## config.mk

```make
export PLATFORM = sky130hd
export DESIGN_NAME = vslc_input_conditioner_flat
export DESIGN_NICKNAME = d
export VERILOG_FILES = /design/src/rtl/vslc_input_conditioner_if.sv /design/src/rtl/vslc_input_conditioner.sv /design/src/flat_wrapper.sv
export SDC_FILE = /design/constraint.sdc
export NUM_CORES = 1
export LEC_CHECK = 0
export BUFFER_PORTS_ARGS = -buffer_cell sky130_fd_sc_hd__buf_2
export CORE_ASPECT_RATIO = 1.1
export CORE_MARGIN = 2
export CORE_UTILIZATION = 60
export DETAILED_ROUTE_END_ITERATION = 10
export GPL_ROUTABILITY_DRIVEN = 0
export HOLD_SLACK_MARGIN = 0.12
export PLACE_DENSITY_LB_ADDON = 0.05
export SETUP_SLACK_MARGIN = 0.5
export SLEW_MARGIN = 25
export SYNTH_ARGS = -nofsm -noshare
export SYNTH_HDL_FRONTEND = slang
export SYNTH_SLANG_ARGS = --single-unit
```

## constraint.sdc

```tcl
create_clock -name clk -period 2.27 [get_ports clk]
set_input_delay 0.454 -clock clk [delete_from_list [all_inputs] [get_ports clk]]
set_output_delay 0.454 -clock clk [all_outputs]
set_load 0.01 [all_outputs]
```

## src/rtl/vslc_input_conditioner_if.sv

```systemverilog
// Bus between the VSLC input pins / core and the input conditioner.
// The master is the side that drives raw pins and the scan strobe (the core
// plus pad ring). The slave is the conditioner, which returns the frozen image.
interface vslc_input_conditioner_if #(
  parameter int WIDTH = 8
);

  logic [WIDTH-1:0] raw_in;
  logic             scan_cycle_clk;
  logic [WIDTH-1:0] in_image;
  logic [WIDTH-1:0] rise;
  logic [WIDTH-1:0] fall;
  logic             image_valid;
  logic             changed;

  modport master (
    output raw_in,
    output scan_cycle_clk,
    input  in_image,
    input  rise,
    input  fall,
    input  image_valid,
    input  changed
  );

  modport slave (
    input  raw_in,
    input  scan_cycle_clk,
    output in_image,
    output rise,
    output fall,
    output image_valid,
    output changed
  );

endinterface

```

## src/rtl/vslc_input_conditioner.sv

```systemverilog
// VSLC input front end: 2-FF synchroniser, per-bit debounce filter, and a
// once-per-scan image latch with rise/fall edge flags and a change pulse.
// Every output comes straight from a flop.
module vslc_input_conditioner #(
  parameter int WIDTH           = 8,
  parameter int DEBOUNCE_CYCLES = 8
) (
  input  logic                   clk,
  input  logic                   rst,
  vslc_input_conditioner_if.slave bus
);

  localparam int CNT_W = $clog2(DEBOUNCE_CYCLES + 1);
  localparam logic [CNT_W-1:0] CNT_LAST = CNT_W'(DEBOUNCE_CYCLES - 1);

  if (DEBOUNCE_CYCLES < 1 || DEBOUNCE_CYCLES > 255) begin : g_bad_debounce
    $error("DEBOUNCE_CYCLES must be in 1..255");
  end

  // Debounce counter step. The counter is cleared by the caller once it has
  // reached CNT_LAST, so it stops there rather than ever wrapping.
  function automatic logic [CNT_W-1:0] cnt_step(input logic [CNT_W-1:0] c);
    if (c >= CNT_LAST) begin
      return CNT_LAST;
    end
    return c + CNT_W'(1);
  endfunction

  // Synchroniser and debounce state
  logic [WIDTH-1:0] s1_q, s1_d;
  logic [WIDTH-1:0] s2_q, s2_d;
  logic [WIDTH-1:0] filt_q, filt_d;
  logic [CNT_W-1:0] cnt_q [WIDTH];
  logic [CNT_W-1:0] cnt_d [WIDTH];

  // Scan latch state
  logic             sc_prev_q, sc_prev_d;
  logic             latch_en;
  logic [WIDTH-1:0] in_image_q, in_image_d;
  logic [WIDTH-1:0] rise_q, rise_d;
  logic [WIDTH-1:0] fall_q, fall_d;
  logic             image_valid_q, image_valid_d;
  logic             changed_q, changed_d;

  // Synchroniser shift and per-bit debounce: a bit is accepted only after the
  // synchronised value has disagreed with filt for DEBOUNCE_CYCLES straight cycles.
  always_comb begin
    s1_d   = bus.raw_in;
    s2_d   = s1_q;
    filt_d = filt_q;
    cnt_d  = '{default: '0};
    for (int i = 0; i < WIDTH; i++) begin
      if (s2_q[i] != filt_q[i]) begin
        if (cnt_q[i] == CNT_LAST) begin
          filt_d[i] = s2_q[i];
        end else begin
          cnt_d[i] = cnt_step(cnt_q[i]);
        end
      end
    end
  end

  // Scan image latch: capture the registered filt on each rising edge of
  // scan_cycle_clk, so a filt update in the same cycle only shows next scan.
  always_comb begin
    sc_prev_d     = bus.scan_cycle_clk;
    latch_en      = bus.scan_cycle_clk & ~sc_prev_q;
    in_image_d    = in_image_q;
    rise_d        = rise_q;
    fall_d        = fall_q;
    image_valid_d = image_valid_q;
    changed_d     = 1'b0;
    if (latch_en) begin
      in_image_d    = filt_q;
      image_valid_d = 1'b1;
      if (image_valid_q) begin
        // Edge flags compare against the image that was current until now.
        rise_d    = filt_q & ~in_image_q;
        fall_d    = ~filt_q & in_image_q;
        changed_d = |(filt_q ^ in_image_q);
      end else begin
        // First image after reset has no predecessor, so no edges are reported.
        rise_d    = '0;
        fall_d    = '0;
        changed_d = 1'b0;
      end
    end
  end

  // State registers; reset wipes everything so no partial image survives.
  always_ff @(posedge clk) begin
    if (rst) begin
      s1_q          <= '0;
      s2_q          <= '0;
      filt_q        <= '0;
      cnt_q         <= '{default: '0};
      sc_prev_q     <= 1'b0;
      in_image_q    <= '0;
      rise_q        <= '0;
      fall_q        <= '0;
      image_valid_q <= 1'b0;
      changed_q     <= 1'b0;
    end else begin
      s1_q          <= s1_d;
      s2_q          <= s2_d;
      filt_q        <= filt_d;
      cnt_q         <= cnt_d;
      sc_prev_q     <= sc_prev_d;
      in_image_q    <= in_image_d;
      rise_q        <= rise_d;
      fall_q        <= fall_d;
      image_valid_q <= image_valid_d;
      changed_q     <= changed_d;
    end
  end

  assign bus.in_image    = in_image_q;
  assign bus.rise        = rise_q;
  assign bus.fall        = fall_q;
  assign bus.image_valid = image_valid_q;
  assign bus.changed     = changed_q;

endmodule

```

## src/flat_wrapper.sv

```systemverilog
// flat-port wrapper written by rule: the top's interface ports become plain ports
module vslc_input_conditioner_flat 
#(
  parameter int WIDTH           = 8,
  parameter int DEBOUNCE_CYCLES = 8
)
  (clk, rst, bus_raw_in, bus_scan_cycle_clk, bus_in_image, bus_rise, bus_fall, bus_image_valid, bus_changed);
  vslc_input_conditioner_if #(.WIDTH(WIDTH)) bus_i ();
  input  logic clk;
  input  logic rst;
  input wire logic [$bits(bus_i.raw_in)-1:0] bus_raw_in;
  input wire logic [$bits(bus_i.scan_cycle_clk)-1:0] bus_scan_cycle_clk;
  output wire logic [$bits(bus_i.in_image)-1:0] bus_in_image;
  output wire logic [$bits(bus_i.rise)-1:0] bus_rise;
  output wire logic [$bits(bus_i.fall)-1:0] bus_fall;
  output wire logic [$bits(bus_i.image_valid)-1:0] bus_image_valid;
  output wire logic [$bits(bus_i.changed)-1:0] bus_changed;
  assign bus_i.raw_in = bus_raw_in;
  assign bus_i.scan_cycle_clk = bus_scan_cycle_clk;
  assign bus_in_image = bus_i.in_image;
  assign bus_rise = bus_i.rise;
  assign bus_fall = bus_i.fall;
  assign bus_image_valid = bus_i.image_valid;
  assign bus_changed = bus_i.changed;
  vslc_input_conditioner #(.WIDTH(WIDTH), .DEBOUNCE_CYCLES(DEBOUNCE_CYCLES)) u_core (.clk(clk), .rst(rst), .bus(bus_i));
endmodule
```

* Yosys cells after proc, flatten, opt, wreduce, memory -nomap -nowiden
Index checks and enable logic that the tools add are counted.
Word-level totals: word-level logic and storage cells 133, register bits 83, input port bits 11
Cells by class: reductions and logical operators 18, muxes and demuxes 42, order comparisons 8, bitwise gates (word level) 17, eq/ne operators 16, add/sub/neg operators 8
Operator list (number):
- 2-to-1 mux 4 bit | 16
- adder 4 x 1 -> 4 bit (second input constant) | 8
- == test 4 x 3 -> 1 bit (second input constant) | 8
- >= comparator 4 x 3 -> 1 bit (second input constant) | 8
- OR reduction 3 bit | 9
- 2-to-1 mux 1 bit | 24
- AND 8 bit | 2
- 2-to-1 mux 8 bit | 2
- NOT 8 bit | 2
- AND reduction 2 bit | 8
- NOT 1 bit | 11
- inequality test 1 bit | 8
- OR reduction 8 bit | 1
- bitwise XOR 8 bit | 1
- AND 1 bit | 1

* Longest topological paths before layout
depth in word-level cells 5, depth in mapped cells 5

* Worst setup path after synthesis
No wires, ideal clock.
path type input port to flip-flop, from input port bus_scan_cycle_clk, to register u_core.fall_q[0] (netlist: u_core.bus.fall[0]), path slack 0.981 ns, library setup time 0.057 ns, data arrival time 1.232 ns, stages 5, cell sequence nand2b_1 -> buf_6 -> nor3b_4 -> buf_6 -> a22o_2
Between the ends: word-level cells in the longest chain between the ends 1
Ends and longest elaborated chain:
- start: declaration | RTL line flat_wrapper.sv:12 | input wire logic [$bits(bus_i.scan_cycle_clk)-1:0] bus_scan_cycle_clk;
- AND 1 bit | RTL line vslc_input_conditioner.sv:67 | latch_en = bus.scan_cycle_clk & ~sc_prev_q;
- end signal: assignment | RTL line vslc_input_conditioner.sv:111 | fall_q <= fall_d;
- end: declaration | RTL line vslc_input_conditioner.sv:41 | logic [WIDTH-1:0] fall_q, fall_d;
No other way between the ends. A chain may end at the register's enable or synchronous reset.

* Worst setup path after layout
from register u_core.sc_prev_q, to register u_core.rise_q[1] (netlist: u_core.bus.rise[1])
Between the ends: word-level cells in the longest chain between the ends 2
Ends and longest elaborated chain:
- start: declaration | RTL line vslc_input_conditioner.sv:37 | logic sc_prev_q, sc_prev_d;
- start signal: assignment | RTL line vslc_input_conditioner.sv:108 | sc_prev_q <= sc_prev_d;
- NOT 1 bit | RTL line vslc_input_conditioner.sv:67
- AND 1 bit | RTL line vslc_input_conditioner.sv:67
- end signal: assignment | RTL line vslc_input_conditioner.sv:110 | rise_q <= rise_d;
- end: declaration | RTL line vslc_input_conditioner.sv:40 | logic [WIDTH-1:0] rise_q, rise_d;
No other way between the ends.

==> flow_metrics.tcl <==
set metrics [dict create \
    outcome "complete, no violations" \
    grt_max_degree 30 \
    crit_slowest_cell "nor3b_4" \
    area_delta_synth_final_pct 12.2 \
    hold_path_class "in2reg" \
    die_h_um 80.5 \
    coreArea_sq_um 5070 \
    setup_viol 0 \
    yosysTopAreaCellShare_pct 52.0 \
    io-pin-count 37 \
    rows 27 \
    cts-resized-gates 0 \
    rr_endpoint "u_core.bus.rise[1]$_SDFFE_PP0P_" \
    ctsHtreeMaxLevel 3 \
    syn_avg_cell_area_sq_um 10.2 \
    hold_viol 0 \
    numCtsBuffers 9 \
    wl_per_cell_um 12.1 \
    vdd.ir_drop.worst_mv 0.501 \
    ys_types 27 \
    finalMaxSlewViolations 0 \
    r2r_cells 4 \
    antenna_found_initial 0 \
    tightestPinTransition_ns 0.410 \
    postCtsSetupRepairBufs 0 \
    drive_above_1_share_pct 21.4 \
    numClockSinks 83 \
    clk_path_buf_depth 2 \
    port_buffers 36 \
    post-place-ws_ns 0.677 \
    synthTopCellsByArea "dfxtp_1, ha_1, a22o_2" \
    hp-start "bus_raw_in[7]" \
    wl_um 5060 \
    antennaDiodeCount 0 \
    crit_path_end_kind "flip-flop" \
    cts-root-buf "clkbuf_8" \
    path_class "reg2reg" \
    arrival_ns 1.68 \
    crit_buf_inv 1 \
    fin_crit_sh_pct 61.6 \
    rsz0062_at_grt "no" \
    synth-edff-count 0 \
    p_leak_nw 1.57 \
    num_vias 2163 \
    intPower_mw 1.95 \
    r2r_slack_ns 0.87 \
    cts_tree "yes" \
    synth_top_area_cell "dfxtp_1" \
    path_clk_slew_ns 0.07 \
    synth_seq_area_share_pct 52.0 \
    grt_pass1_vias 2000 \
    crit_family "simple AND/OR/NAND/NOR gates" \
    postSynthCellCount 314 \
    final_cell_mix "dfxtp_1, buf_2, nor2_1" \
    grt_overflow 0 \
    clkPwrFrac_pct 37.4 \
    p_sw_share_pct 21.5 \
    clock_skew_ns 0.00841 \
    fmax_mhz 715 \
    die_x_um 73.6 \
    drv_cap 0 \
    drc_errors 0 \
    start_util_pct 63.1 \
    grt_pass1_wl_um 8630 \
    crit_path_max_fanout 13 \
    relSlewSlack_pct 72.7 \
    dp_hpwl_um 3650 \
    netlist_area_sq_um 3200 \
    hold_path_depth 2 \
    synth_seq_cells 83 \
    grt_use_total_pct 19.1 \
    postCtsHoldBufs 0 \
    drt_iter0_drc 76 \
    tns_ns 0 \
    combPwrFrac_pct 3.0 \
    period_needed_ns 1.40 \
    dieArea_sq_um 5930 \
    crit_required_ns 2.55 \
    power.density_nw_per_um2 694 \
    crit_chain "nand2b_1, nor3b_4, buf_4, a22o_2" \
    critPathLaunchType "flip-flop" \
    fin_nets 389 \
    layout_commonest_cell "dfxtp_1" \
    seqPwrFrac_pct 59.6 \
    ant_nets 0 \
    synth_ff_type "dfxtp_1" \
    drtPass1Iterations 4 \
    clkLatencyLatePin_ns 0.34 \
    power.switching_uw 535 \
    synth_nets 349 \
    fin_ws_ns 0.871 \
    crit_path_max_incr_delay_ns 0.32 \
    async_flop_share_pct 0 \
    reg2reg_from "u_core.sc_prev_q$_SDFF_PP0_" \
    yosysWarnings 0 \
    vias_per_cell 5.19 \
    whs_endpoint "u_core.s1_q[7]$_SDFF_PP0_" \
]
logic make-up (layout without fill, tap and decap cells):
| kind of cell | after synthesis | after routing | share of synthesized area [%] |
|---|---|---|---|
| DFF | 83 | 83 | 52.0 |
| and+or+nand+nor | 129 | 129 | 21.8 |
| adders and majority gates | 24 | 24 | 9.40 |
| AOI/OAI and AO/OA | 37 | 37 | 8.38 |
| muxes | 8 | 8 | 2.51 |
| buffers and inverters | 25 | 70 | 3.68 |
| xor gates and xnor gates | 8 | 8 | 2.19 |
metrics by stage:
step	cells	power, mW	util, %	instance area [sq um]	hold slack (ns)
CTS	417	2.52	70.7	3580	0.305
detailed placement	401	1.59	67.2	3410	0.430
global placement	401	1.59	67.2	3410	0.419
global route	417	2.60	70.7	3580	0.325
finish	417	2.49	70.7	3580	0.323
floorplan	314	1.58	-	3200	0.414
how the worst max path moves through the flow:
stage	from	endpoint	slack (ns)	depth (start not counted)
3_5_place_dp	bus_scan_cycle_clk	u_core.bus.fall[1]$_SDFFE_PP0P_	0.68	5
4_1_cts	u_core.sc_prev_q$_SDFF_PP0_	u_core.bus.rise[1]$_SDFFE_PP0P_	0.86	4
5_1_grt	u_core.sc_prev_q$_SDFF_PP0_	u_core.bus.fall[5]$_SDFFE_PP0P_	0.73	4
3_3_place_gp	rst	u_core.cnt_q[19]$_SDFF_PP0_	0.73	4
6_report	u_core.sc_prev_q$_SDFF_PP0_	u_core.bus.rise[1]$_SDFFE_PP0P_	0.87	4
2_1_floorplan	bus_scan_cycle_clk	u_core.bus.fall[0]$_SDFFE_PP0P_	0.98	5
cell usage after synthesis (all sizes together), types with 2 or more instances:
cell,n
nand3,3
or2,4
nor2,32
xor2,8
a22o,16
ha,24
nand2,20
nor2b,21
nand3b,4
nor3,20
and3b,4
clkbuf,2
a21oi,20
dfxtp,83
nand4b,5
buf,7
nand2b,9
nor4,3
inv,16
nand4,2
mux2i,8
sequential cells by signal (all words and copies together) (netlist names):
| signal | flops |
|---|---|
| u_core.bus.changed | 1 |
| u_core.bus.fall | 8 |
| u_core.bus.image_valid | 1 |
| u_core.bus.in_image | 8 |
| u_core.bus.rise | 8 |
| u_core.cnt_q | 32 |
| u_core.filt_q | 8 |
| u_core.s1_q | 8 |
| u_core.s2_q | 8 |
| u_core.sc_prev_q | 1 |
power by group through the flow:
stage,Sequential [mW],Clock (mW),Combinational (mW)
after global routing,1.49,1.03,0.0845
after detailed placement,1.52,0,0.0755
final,1.48,0.931,0.0743
after global placement,1.52,0,0.0732
after CTS,1.48,0.959,0.0756
after floorplan,1.52,0,0.0598
cell type report:
type	count	area (sq um)
multi-input cells	206	1420
well taps	58	72.6
clock buffers	11	151
inverters	16	60.1
flip-flops and latches	83	1660
clock inverters	5	27.5
fillers	385	1480
repair buffers	38	195
worst reg2reg max path, delay by kind of cell, from the launching register on:
family                 cells  cell delay, ns
buffers and inverters      1            0.25
DFF                        1            0.31
AOI/OAI and AO/OA          1            0.17
and+or+nand+nor            2            0.64
per-layer routing:
metal,vias to the layer above,global-route usage (%),share of wire [%]
met5,-,0,0
met4,0,8.18,1.3
met3,5,6.27,4.1
met2,38,31.1,46
met1,981,22.8,48
li1,1139,-,-
Note: power is estimated with default switching activity, not from simulation.
